--- src/rtl/fetch_unit_if.sv ---
// fetch_unit_if: decode-side handshake and instruction-memory bus of the fetch stage
interface fetch_unit_if;
    logic        stall;
    logic        redirect;
    logic [31:0] redirect_pc;
    logic        imem_req;
    logic [31:0] imem_addr;
    logic        imem_valid;
    logic [31:0] imem_rdata;
    logic        valid_out;
    logic [31:0] pc_plus4_out;
    logic [31:0] inst_out;
    modport master (
        input  stall, redirect, redirect_pc, imem_valid, imem_rdata,
        output imem_req, imem_addr, valid_out, pc_plus4_out, inst_out
    );
    modport slave (
        output stall, redirect, redirect_pc, imem_valid, imem_rdata,
        input  imem_req, imem_addr, valid_out, pc_plus4_out, inst_out
    );
endinterface

--- src/rtl/fetch_unit.sv ---
// fetch_unit: IF stage with one-entry skid buffer, redirect flush and stale-response drop
module fetch_unit #(
    parameter logic [31:0] RESET_PC = 32'h0000_0000
) (
    input logic          clk,
    input logic          rst,
    fetch_unit_if.master bus
);
    typedef enum logic [1:0] {IDLE, FETCH, HOLD} state_t;
    state_t      r_state, w_state_nxt;
    logic [31:0] r_pc, r_addr, r_inst, r_pc4, r_sk_inst, r_sk_pc4;
    logic [31:0] w_pc_nxt, w_pc4, w_rpc;
    logic        r_valid, r_drop, w_drop_nxt, w_req, w_xfer, w_consume, w_to_skid;
    assign w_req     = (r_state == FETCH) && !r_drop;
    assign w_xfer    = w_req && bus.imem_valid;
    assign w_consume = r_valid && !bus.stall;
    assign w_to_skid = w_xfer && r_valid && bus.stall;
    assign w_pc4     = r_pc + 32'd4;
    assign w_rpc     = bus.redirect_pc & ~32'h3;
    always_comb begin
        w_state_nxt = r_state;
        w_pc_nxt    = r_pc;
        w_drop_nxt  = r_drop && !bus.imem_valid;
        if (bus.redirect) begin
            w_state_nxt = FETCH;
            w_pc_nxt    = w_rpc;
            // a request already seen by memory must have its response swallowed
            w_drop_nxt  = (w_req || r_drop) && !bus.imem_valid;
        end else begin
            case (r_state)
                IDLE:    w_state_nxt = FETCH;
                FETCH:   begin
                    w_pc_nxt    = w_xfer ? w_pc4 : r_pc;
                    w_state_nxt = w_to_skid ? HOLD : FETCH;
                end
                HOLD:    w_state_nxt = w_consume ? FETCH : HOLD;
                default: w_state_nxt = IDLE;
            endcase
        end
    end
    always_ff @(posedge clk) begin
        if (rst) begin
            r_state   <= IDLE;
            r_pc      <= RESET_PC;
            r_addr    <= 32'h0;
            r_drop    <= 1'b0;
            r_valid   <= 1'b0;
            r_inst    <= 32'h0;
            r_pc4     <= 32'h0;
            r_sk_inst <= 32'h0;
            r_sk_pc4  <= 32'h0;
        end else begin
            r_state <= w_state_nxt;
            r_pc    <= w_pc_nxt;
            r_addr  <= w_pc_nxt;
            r_drop  <= w_drop_nxt;
            if (bus.redirect) begin
                r_valid   <= 1'b0;
                r_inst    <= 32'h0;
                r_pc4     <= 32'h0;
                r_sk_inst <= 32'h0;
                r_sk_pc4  <= 32'h0;
            end else begin
                if (w_to_skid) begin
                    r_sk_inst <= bus.imem_rdata;
                    r_sk_pc4  <= w_pc4;
                end
                if (r_state == HOLD && w_consume) begin
                    r_inst <= r_sk_inst;
                    r_pc4  <= r_sk_pc4;
                end else if (w_xfer && !w_to_skid) begin
                    r_valid <= 1'b1;
                    r_inst  <= bus.imem_rdata;
                    r_pc4   <= w_pc4;
                end else if (w_consume) begin
                    r_valid <= 1'b0;
                    r_inst  <= 32'h0;
                end
            end
        end
    end
    assign bus.imem_req     = w_req;
    assign bus.imem_addr    = r_addr;
    assign bus.valid_out    = r_valid;
    assign bus.inst_out     = r_inst;
    assign bus.pc_plus4_out = r_pc4;
endmodule

--- src/flat_wrapper.sv ---
// flat-port wrapper written by rule: the top's interface ports become plain ports
module fetch_unit_flat 
#(
    parameter logic [31:0] RESET_PC = 32'h0000_0000
)
  (clk, rst, bus_stall, bus_redirect, bus_redirect_pc, bus_imem_valid, bus_imem_rdata, bus_imem_req, bus_imem_addr, bus_valid_out, bus_pc_plus4_out, bus_inst_out);
  fetch_unit_if bus_i ();
  input logic clk;
  input logic rst;
  input wire logic [$bits(bus_i.stall)-1:0] bus_stall;
  input wire logic [$bits(bus_i.redirect)-1:0] bus_redirect;
  input wire logic [$bits(bus_i.redirect_pc)-1:0] bus_redirect_pc;
  input wire logic [$bits(bus_i.imem_valid)-1:0] bus_imem_valid;
  input wire logic [$bits(bus_i.imem_rdata)-1:0] bus_imem_rdata;
  output wire logic [$bits(bus_i.imem_req)-1:0] bus_imem_req;
  output wire logic [$bits(bus_i.imem_addr)-1:0] bus_imem_addr;
  output wire logic [$bits(bus_i.valid_out)-1:0] bus_valid_out;
  output wire logic [$bits(bus_i.pc_plus4_out)-1:0] bus_pc_plus4_out;
  output wire logic [$bits(bus_i.inst_out)-1:0] bus_inst_out;
  assign bus_i.stall = bus_stall;
  assign bus_i.redirect = bus_redirect;
  assign bus_i.redirect_pc = bus_redirect_pc;
  assign bus_i.imem_valid = bus_imem_valid;
  assign bus_i.imem_rdata = bus_imem_rdata;
  assign bus_imem_req = bus_i.imem_req;
  assign bus_imem_addr = bus_i.imem_addr;
  assign bus_valid_out = bus_i.valid_out;
  assign bus_pc_plus4_out = bus_i.pc_plus4_out;
  assign bus_inst_out = bus_i.inst_out;
  fetch_unit #(.RESET_PC(RESET_PC)) u_core (.clk(clk), .rst(rst), .bus(bus_i));
endmodule
--- config.mk ---
export PLATFORM = sky130hd
export DESIGN_NAME = fetch_unit_flat
export DESIGN_NICKNAME = d
export VERILOG_FILES = /design/src/rtl/fetch_unit_if.sv /design/src/rtl/fetch_unit.sv /design/src/flat_wrapper.sv
export SDC_FILE = /design/constraint.sdc
export NUM_CORES = 1
export LEC_CHECK = 0
export ABC_AREA = 1
export ABC_CLOCK_PERIOD_IN_PS = 2850
export CORE_ASPECT_RATIO = 0.6
export CORE_MARGIN = 2
export CORE_UTILIZATION = 54
export CTS_CLUSTER_SIZE = 14
export DETAILED_ROUTE_END_ITERATION = 6
export GPL_ROUTABILITY_DRIVEN = 0
export PLACE_DENSITY_LB_ADDON = 0.05
export SLEW_MARGIN = 20
export SYNTH_ARGS = -nofsm -noshare
export SYNTH_HDL_FRONTEND = slang
export SYNTH_SLANG_ARGS = --single-unit
export TNS_END_PERCENT = 5
--- constraint.sdc ---
create_clock -name clk -period 2.85 [get_ports clk]
set_clock_uncertainty 0.2 [all_clocks]
set_input_delay 0.57 -clock clk [delete_from_list [all_inputs] [get_ports clk]]
set_output_delay 0.57 -clock clk [all_outputs]
set_load 0.005 [all_outputs]
==> results of run 1 <==
==> worst max-delay path: stages (launching register included) <==
cell and delay (ps):
dfxtp_1 440, ha_1 260, nand2_1 80, nor2_2 160, nand2_1 120, nor2_1 370
nand2_1 160, and2_1 220, o21ai_1 130, inv_1 50
==> power by group through the flow <==
stage / clock network, mW / registers (mW) / logic (mW)
6_report: 2.14 / 2.30 / 0.464
5_1_grt: 2.26 / 2.31 / 0.508
4_1_cts: 2.15 / 2.30 / 0.463
3_5_place_dp: 0 / 2.35 / 0.459
3_3_place_gp: 0 / 2.35 / 0.457
2_1_floorplan: 0 / 2.34 / 0.209
==> layout make-up <==
| cell class | count | area (µm²) | share of cell area |
|---|---|---|---|
| Clock inverter | 14 | 121.4 | 0.01268 |
| Inverter | 124 | 465.4 | 0.04862 |
| Tap cell | 170 | 212.7 | 0.02222 |
| Timing Repair Buffer | 178 | 1787 | 0.1866 |
| Multi-Input combinational cell | 732 | 3398 | 0.3550 |
| Clock buffer | 17 | 425.4 | 0.04444 |
| Sequential cell | 158 | 3163 | 0.3304 |
==> kinds of logic after synthesis <==
group           synth area share
compound gates            0.1638
other cells            0.0005141
xor+xnor                 0.02213
simple gates              0.2748
fa+ha+maj               0.001715
flops                     0.4336
buf+inv                   0.1034
==> state kept, by name, indices dropped and copies added (netlist names) <==
name	flops
u_core.bus.inst_out	32
u_core.bus.valid_out	1
u_core.bus.pc_plus4_out	30
u_core.r_sk_pc4	30
u_core.r_drop	1
u_core.r_sk_inst	32
u_core.r_pc	30
u_core.r_state	2
==> stage by stage <==
| stage | util | hold WS, ps |
|---|---|---|
| after global routing | 0.7357 | 283.0 |
| after floorplan | - | 224.1 |
| after global placement | 0.6937 | 235.2 |
| final | 0.7357 | 250.2 |
| after detailed placement | 0.6937 | 244.0 |
| after CTS | 0.7357 | 253.0 |
==> worst min path at each step <==
stage / to / slack (ps) / depth (start not counted)
after global routing: u_core.bus.inst_out[20] / 280 / 2
after floorplan: u_core.r_sk_pc4[3] / 220 / 2
after detailed placement: u_core.r_sk_pc4[4] / 240 / 2
final: u_core.r_sk_pc4[4] / 250 / 2
after global placement: u_core.r_sk_pc4[4] / 240 / 2
after CTS: u_core.r_sk_pc4[4] / 250 / 2
==> synthesized netlist by cell type (all sizes together) <==
library cell  count  area share
clkbuf           26       0.013
nor2            136       0.079
xnor2             3      0.0036
nand3            48       0.033
dfxtp           158        0.43
nand2           303        0.16
nor3              1     0.00069
and2              3      0.0026
a22oi            17       0.017
clkinv            1     0.00051
a21oi            85       0.058
ha                1      0.0017
buf              35       0.026
a21o              5      0.0051
a31oi            27       0.023
xor2             12       0.019
inv             123       0.063
conb              1     0.00051
o21ai            87       0.060
==> metal layers <==
| metal | part of all wire | vias up | wire [µm] |
|---|---|---|---|
| li1 | - | 3673 | - |
| met5 | 0 | - | 0 |
| met4 | 0.012 | 0 | 237 |
| met3 | 0.10 | 28 | 2071 |
| met1 | 0.46 | 3277 | 9333 |
| met2 | 0.42 | 356 | 8495 |
==> flow_metrics.py, run 1 <==
metrics = {
    "clock_tree": {
        "cts_tree": "done",
        "cts-root-buf": "clkbuf_16",
        "cts_setup_buffers": 0,
        "cts_sinks": 158,
        "htreeDepth": 4,
        "clockBufferDepth": 2,
        "cts_made_buffers": 17,
        "clk_pin_slew_ps": 60,
        "cts_hold_buf": 0,
        "cts-resized-gates": 0,
        "clk-insertion-delay-late_ps": 420,
    },
    "layout": {
        "layout_commonest_cell": "nand2_1",
        "fillers": 1058,
        "antenna_cells": 0,
        "fin_cells": 1393,
        "fin_area_um2": 9573,
        "area_delta_synth_final_pct": 31.23,
        "final_cell_mix": "nand2_1 (295), clkdlybuf4s50_1 (160), dfxtp_1 (158)",
        "fin_nets": 1281,
        "drive_gt1_frac": 0.06623,
    },
    "worst_setup_path": {
        "crit_path_end": "u_core.r_sk_pc4[16]",
        "reg2regPathDepth": 9,
        "regToRegSetupSlack_ps": 550,
        "cp-end-kind": "flip-flop",
        "crit_path_start": "u_core.r_pc[2]",
        "cp.arrival_ps": 2410,
        "r2r-start": "u_core.r_pc[2]",
        "required_ps": 2960,
        "startpoint_type": "flip-flop",
        "crit_fanout": 6,
        "r2r-end": "u_core.r_sk_pc4[16]",
        "criticalPathCategory": "reg2reg",
    },
    "grt": {
        "use_met1": 0.4080,
        "first_global_vias": 6634,
        "gr-max-usage-layer": "met2",
        "grt_pass1_wl_mm": 32.79,
        "use_met2": 0.4223,
        "grt_usage": 0.2836,
        "grt_overflow": 0,
        "antenna_found_initial": 0,
        "grt_max_degree": 50,
        "met3_usage": 0.06550,
    },
    "timing": {
        "rsz0062_at_grt": "false",
        "worstMarginPinSlew_ps": 809.5,
        "layout_min_cycle_time_ps": 2300,
        "drv_slew": 0,
        "fin_ws_ps": 549.8,
        "tns_ps": 0,
        "final.period_utilization": 0.8071,
        "finalHoldViolCount": 0,
        "max_slew_margin": 0.4596,
        "max_freq_mhz": 434.8,
        "setup_viol_count_final": 0,
    },
    "synthesis": {
        "synth-seq-cells": 158,
        "ys_warn_count": 0,
        "avgSynthCellArea_um2": 6.805,
        "synth_cell_types": 28,
        "ys_seq_area_frac": 0.4336,
        "netlist_instances": 1072,
        "synth_area_um2": 7294,
    },
    "floorplanning": {
        "die_w_um": 154.0,
        "rows": 32,
        "core_area_um2": 13010,
        "fp.dieH_um": 94.03,
        "ios": 167,
        "start_util": 0.5606,
        "dieArea_um2": 14480,
    },
    "route": {
        "wire_per_inst_um": 14.46,
        "drc_errors": 0,
        "drtAntennaViolNets": 0,
        "routed_wl_mm": 20.14,
        "drt_iter0_markers": 587,
        "vias": 7334,
        "drt_pre_antenna_iters": 6,
        "vias_per_cell": 5.265,
    },
    "pwr": {
        "power_mw": 4.903,
        "power.density_nw_per_um2": 512.1,
        "internal_power_mw": 3.618,
        "leakage_nw": 3.801,
        "power_frac_comb": 0.095,
        "peakVddDrop_uv": 430.2,
        "power_frac_seq": 0.470,
        "switchingPower_mw": 1.285,
        "power_frac_clock": 0.436,
        "swShare": 0.2620,
    },
    "placed_design": {
        "post-place-cells": 1362,
        "post-dp-hpwl_mm": 13.53,
        "pre_cts_ws_ps": 249.3,
        "placed_cell_area_um2": 9026,
        "port-buffer-count": 160,
    },
    "run_status": {
        "status": "finished, final reports clean",
    },
    "run": {
        "drv_cap": 0,
    },
    "worst_hold_path": {
        "min_from": "u_core.r_sk_pc4[4]",
        "hp-class": "reg2reg",
    },
}
Power figures use the tool's default switching activity.
==> run 2, diff against run 1 <==
- ABC_CLOCK_PERIOD_IN_PS: 2850 -> 2300
- CORE_UTILIZATION: 54 -> 51
- clock period: 2.85 -> 2.3 ns (I/O delays scaled with it)
==> run 2 against run 1 <==
The run now ends with design-rule violations left. Clock power grew 34%. Non-clock buffer count grew 16. Count of clock-buffer cells in the layout grew 1. Largest power group is now the clock network.
==> flow_metrics.py, run 2 (synthesized netlist as in run 1, its figures left out) <==
metrics = {
    "worst_setup_path": {
        "r2r-start": "u_core.r_pc[2]",
        "crit_path_end": "bus_imem_req",
        "reg2regPathDepth": 8,
        "cp.arrival_ps": 1510,
        "regToRegSetupSlack_ps": 170,
        "crit_fanout": 3,
        "crit_path_start": "u_core.r_state[1]",
        "startpoint_type": "flip-flop",
        "slowest_stage": "clkdlybuf4s50_1",
        "path_buf_inv": 2,
        "required_ps": 1640,
        "crit_family": "buffers and inverters",
        "crit_chain": "inv_2 -> nand2_2 -> nor2_2 -> clkdlybuf4s50_1",
        "cp_slowest_stage_delay_ps": 530,
        "path_depth": 4,
        "criticalPathCategory": "reg2out",
        "cp-end-kind": "output pin",
        "r2r-end": "u_core.bus.pc_plus4_out[11]",
    },
    "floorplanning": {
        "fp.dieH_um": 96.64,
        "ios": 167,
        "rows": 33,
        "die_w_um": 158.4,
        "core_area_um2": 13790,
        "start_util": 0.5289,
        "dieArea_um2": 15310,
    },
    "clock_tree": {
        "cts_sinks": 158,
        "clk-insertion-delay-late_ps": 420,
        "cts_hold_buf": 0,
        "cts_made_buffers": 17,
        "clockBufferDepth": 2,
        "cts-resized-gates": 0,
        "htreeDepth": 4,
        "clk_pin_slew_ps": 60,
        "cts-root-buf": "clkbuf_16",
        "cts_setup_buffers": 0,
        "cts_tree": "done",
    },
    "layout": {
        "area_delta_synth_final_pct": 35.47,
        "fin_nets": 1297,
        "drive_gt1_frac": 0.07990,
        "final_cell_mix": "nand2_1 (295), clkdlybuf4s50_1 (160), dfxtp_1 (158)",
        "layout_commonest_cell": "nand2_1",
        "antenna_cells": 0,
        "fin_area_um2": 9882,
    },
    "timing": {
        "final.period_utilization": 0.9442,
        "drv_slew": 0,
        "rsz0062_at_grt": "false",
        "layout_min_cycle_time_ps": 2172,
        "setup_viol_count_final": 0,
        "tns_ps": 0,
        "max_freq_mhz": 460.5,
        "finalHoldViolCount": 0,
    },
    "pwr": {
        "power.density_nw_per_um2": 640.4,
        "leakage_nw": 3.937,
        "power_frac_comb": 0.097,
        "power_frac_seq": 0.451,
        "power_frac_clock": 0.453,
        "switchingPower_mw": 1.588,
        "internal_power_mw": 4.741,
        "peakVddDrop_uv": 472.0,
        "power_mw": 6.328,
        "swShare": 0.2509,
    },
    "route": {
        "routed_wl_mm": 20.79,
        "drtAntennaViolNets": 0,
        "drt_iter0_markers": 634,
        "drc_errors": 2,
        "vias_per_cell": 5.150,
        "wire_per_inst_um": 14.53,
        "vias": 7370,
        "drt_pre_antenna_iters": 7,
    },
    "grt": {
        "antenna_found_initial": 0,
        "first_global_vias": 6797,
        "use_met1": 0.4144,
        "use_met2": 0.4037,
        "grt_overflow": 0,
        "grt_max_degree": 59,
        "met3_usage": 0.05556,
        "grt_pass1_wl_mm": 33.89,
        "gr-max-usage-layer": "met1",
        "grt_usage": 0.2783,
    },
    "placed_design": {
        "port-buffer-count": 160,
        "post-dp-hpwl_mm": 14.44,
        "placed_cell_area_um2": 9284,
    },
    "run_status": {
        "violations": "design-rule violations",
        "status": "complete, but fails checks",
    },
    "run": {
        "drv_cap": 0,
    },
    "worst_hold_path": {
        "hp-class": "reg2reg",
        "holdPathStages": 2,
    },
}
## run 2: tightest hold or removal path: stages, from the launching register on
cell and delay (ps):
dfxtp_1 310, inv_1 50, a21oi_1 50
## run 2: routing by layer
| metal | part of all wire | vias to the layer above |
|---|---|---|
| li1 | - | 3690 |
| met1 | 0.49 | 3339 |
| met2 | 0.42 | 321 |
| met3 | 0.078 | 20 |
| met4 | 0.012 | 0 |
| met5 | 0 | - |
## run 2: worst min-delay path by stage
stage / to / start
2_1_floorplan: u_core.r_sk_pc4[3] / u_core.r_sk_pc4[3]
4_1_cts: u_core.r_sk_pc4[3] / u_core.r_sk_pc4[3]
3_3_place_gp: u_core.r_sk_pc4[4] / u_core.r_sk_pc4[4]
5_1_grt: u_core.r_sk_pc4[4] / u_core.r_sk_pc4[4]
3_5_place_dp: u_core.r_sk_pc4[3] / u_core.r_sk_pc4[3]
6_report: u_core.r_sk_pc4[3] / u_core.r_sk_pc4[3]
## run 2: final cells by class
cell class,count,area (µm²)
fillers,1163,3909
clock inverters,13,151.4
flip-flops and latches,158,3163
multi-input cells,732,3403
repair buffers,194,2019
inverters,124,465.4
well taps,192,240.2
clock buffers,18,439.2
## run 2: metrics by stage
step,hold WS (ps),worst slack [ps],std cells,utilization
2_1_floorplan,224.1,555.2,1075,-
3_3_place_gp,231.4,-0.1830,1400,0.6732
3_5_place_dp,238.8,-45.90,1400,0.6732
4_1_cts,247.9,121.0,1431,0.7160
5_1_grt,276.0,10.53,1431,0.7166
6_report,250.3,128.4,1431,0.7166
## run 2: power by group through the flow
stage          clock (mW)  sequential, mW  combinational, mW
6_report             2.87            2.85              0.611
2_1_floorplan           0            2.90              0.259
3_3_place_gp            0            2.91              0.600
5_1_grt              2.99            2.86              0.668
4_1_cts              2.87            2.85              0.610
3_5_place_dp            0            2.91              0.606
==> run 3, diff against run 2 <==
- MAX_ROUTING_LAYER: not set -> met4
==> run 3 against run 2 <==
The run now ends clean. Critical path type unchanged. Setup slack about the same. Total power decreased by 0.20%. Fmax about the same. Clock power about the same. Highest routed layer unchanged. Final area unchanged. Die area unchanged.
==> flow_metrics.py, run 3 (synthesized netlist as in run 1, its figures left out) <==
metrics = {
    "layout": {
        "fin_cells": 1431,
        "fin_nets": 1297,
        "layout_commonest_cell": "nand2_1",
        "area_delta_synth_final_pct": 35.47,
        "fin_area_um2": 9882,
        "final_cell_mix": "nand2_1 (295), clkdlybuf4s50_1 (160), dfxtp_1 (158)",
        "drive_gt1_frac": 0.07990,
        "antenna_cells": 0,
    },
    "floorplanning": {
        "dieArea_um2": 15310,
        "start_util": 0.5289,
        "ios": 167,
        "rows": 33,
        "core_area_um2": 13790,
        "die_w_um": 158.4,
        "fp.dieH_um": 96.64,
    },
    "pwr": {
        "power_frac_comb": 0.097,
        "swShare": 0.2493,
        "power_mw": 6.316,
        "leakage_nw": 3.937,
        "internal_power_mw": 4.741,
        "power.density_nw_per_um2": 639.1,
        "switchingPower_mw": 1.574,
        "peakVddDrop_uv": 463.9,
        "power_frac_seq": 0.451,
        "power_frac_clock": 0.452,
    },
    "grt": {
        "grt_max_degree": 59,
        "grt_overflow": 0,
        "grt_usage": 0.2863,
        "first_global_vias": 6790,
        "antenna_found_initial": 0,
        "grt_pass1_wl_mm": 33.87,
    },
    "clock_tree": {
        "clk_pin_slew_ps": 60,
        "cts_sinks": 158,
        "cts-root-buf": "clkbuf_16",
        "clockBufferDepth": 2,
        "cts_tree": "done",
        "cts_setup_buffers": 0,
        "cts_made_buffers": 17,
        "cts_hold_buf": 0,
        "clk-insertion-delay-late_ps": 420,
        "htreeDepth": 4,
    },
    "worst_hold_path": {
        "hp-class": "reg2reg",
        "holdPathStages": 2,
    },
    "placed_design": {
        "post-dp-hpwl_mm": 14.44,
        "placed_cell_area_um2": 9284,
        "port-buffer-count": 160,
        "post-place-cells": 1400,
    },
    "route": {
        "wire_per_inst_um": 14.51,
        "drc_errors": 0,
        "vias": 7333,
        "drt_pre_antenna_iters": 7,
        "drtAntennaViolNets": 0,
        "routed_wl_mm": 20.76,
        "vias_per_cell": 5.124,
        "drt_iter0_markers": 594,
    },
    "timing": {
        "final.period_utilization": 0.9441,
        "max_freq_mhz": 460.5,
        "rsz0062_at_grt": "false",
        "layout_min_cycle_time_ps": 2171,
        "setup_viol_count_final": 0,
        "drv_slew": 0,
        "finalHoldViolCount": 0,
    },
    "worst_setup_path": {
        "regToRegSetupSlack_ps": 170,
        "startpoint_type": "flip-flop",
        "reg2regPathDepth": 8,
        "cp-end-kind": "output pin",
        "cp.arrival_ps": 1510,
        "crit_fanout": 3,
        "required_ps": 1640,
        "criticalPathCategory": "reg2out",
    },
    "run": {
        "drv_cap": 0,
    },
    "run_status": {
        "status": "finished, final reports clean",
    },
}
run 3: worst paths after layout:
path | start | endpoint
max reg2reg | u_core.r_pc[2] | u_core.bus.pc_plus4_out[11]
min | u_core.r_sk_pc4[3] | u_core.r_sk_pc4[3]
min reg2reg | u_core.r_sk_pc4[3] | u_core.r_sk_pc4[3]
max | u_core.r_state[1] | bus_imem_req
run 3: what timing repair did:
item	in CTS	in global routing
resized for setup	0	2
hold endpoints to repair	0	0
endpoints found under the setup margin	0	5
run 3: power groups by stage:
stage / sequential (mW) / clock, mW / combinational [mW]
floorplan: 2.90 / 0 / 0.259
global placement: 2.91 / 0 / 0.600
detailed placement: 2.91 / 0 / 0.606
CTS: 2.85 / 2.87 / 0.610
global route: 2.86 / 2.99 / 0.668
finish: 2.85 / 2.85 / 0.611
run 3: final cells by class:
| cell class | instances | area (µm²) |
|---|---|---|
| timing repair buffer | 194 | 2019 |
| multi-input combinational | 732 | 3403 |
| tap | 192 | 240.2 |
| fill | 1163 | 3909 |
| sequential | 158 | 3163 |
| inverter | 124 | 465.4 |
| clock buffer | 18 | 439.2 |
| clock inverter | 13 | 151.4 |
run 3: per-layer routing:
metal | global-route usage | wire length (µm) | vias up
li1 | - | - | 3694
met2 | 0.4027 | 8768 | 314
met4 | 0.08524 | 235 | 0
met5 | - | 0 | -
met1 | 0.4161 | 10000 | 3303
met3 | 0.05421 | 1757 | 22
run 3: worst max-delay path, stage by stage, from the launching register on:
cell	delay, ps
dfxtp_1	300
inv_2	60
nand2_2	70
nor2_2	150
clkdlybuf4s50_1	530
run 3: per-stage QoR:
step                      TNS [ps]  setup WS, ps    util  hold WS (ps)
after floorplan                  0         555.2       -         224.1
after global placement     -0.1830       -0.1830  0.6732         231.4
after detailed placement    -856.8        -45.90  0.6732         238.8
after CTS                        0         121.0  0.7160         247.9
after global routing             0         10.53  0.7166         276.0
final                            0         128.6  0.7166         250.2
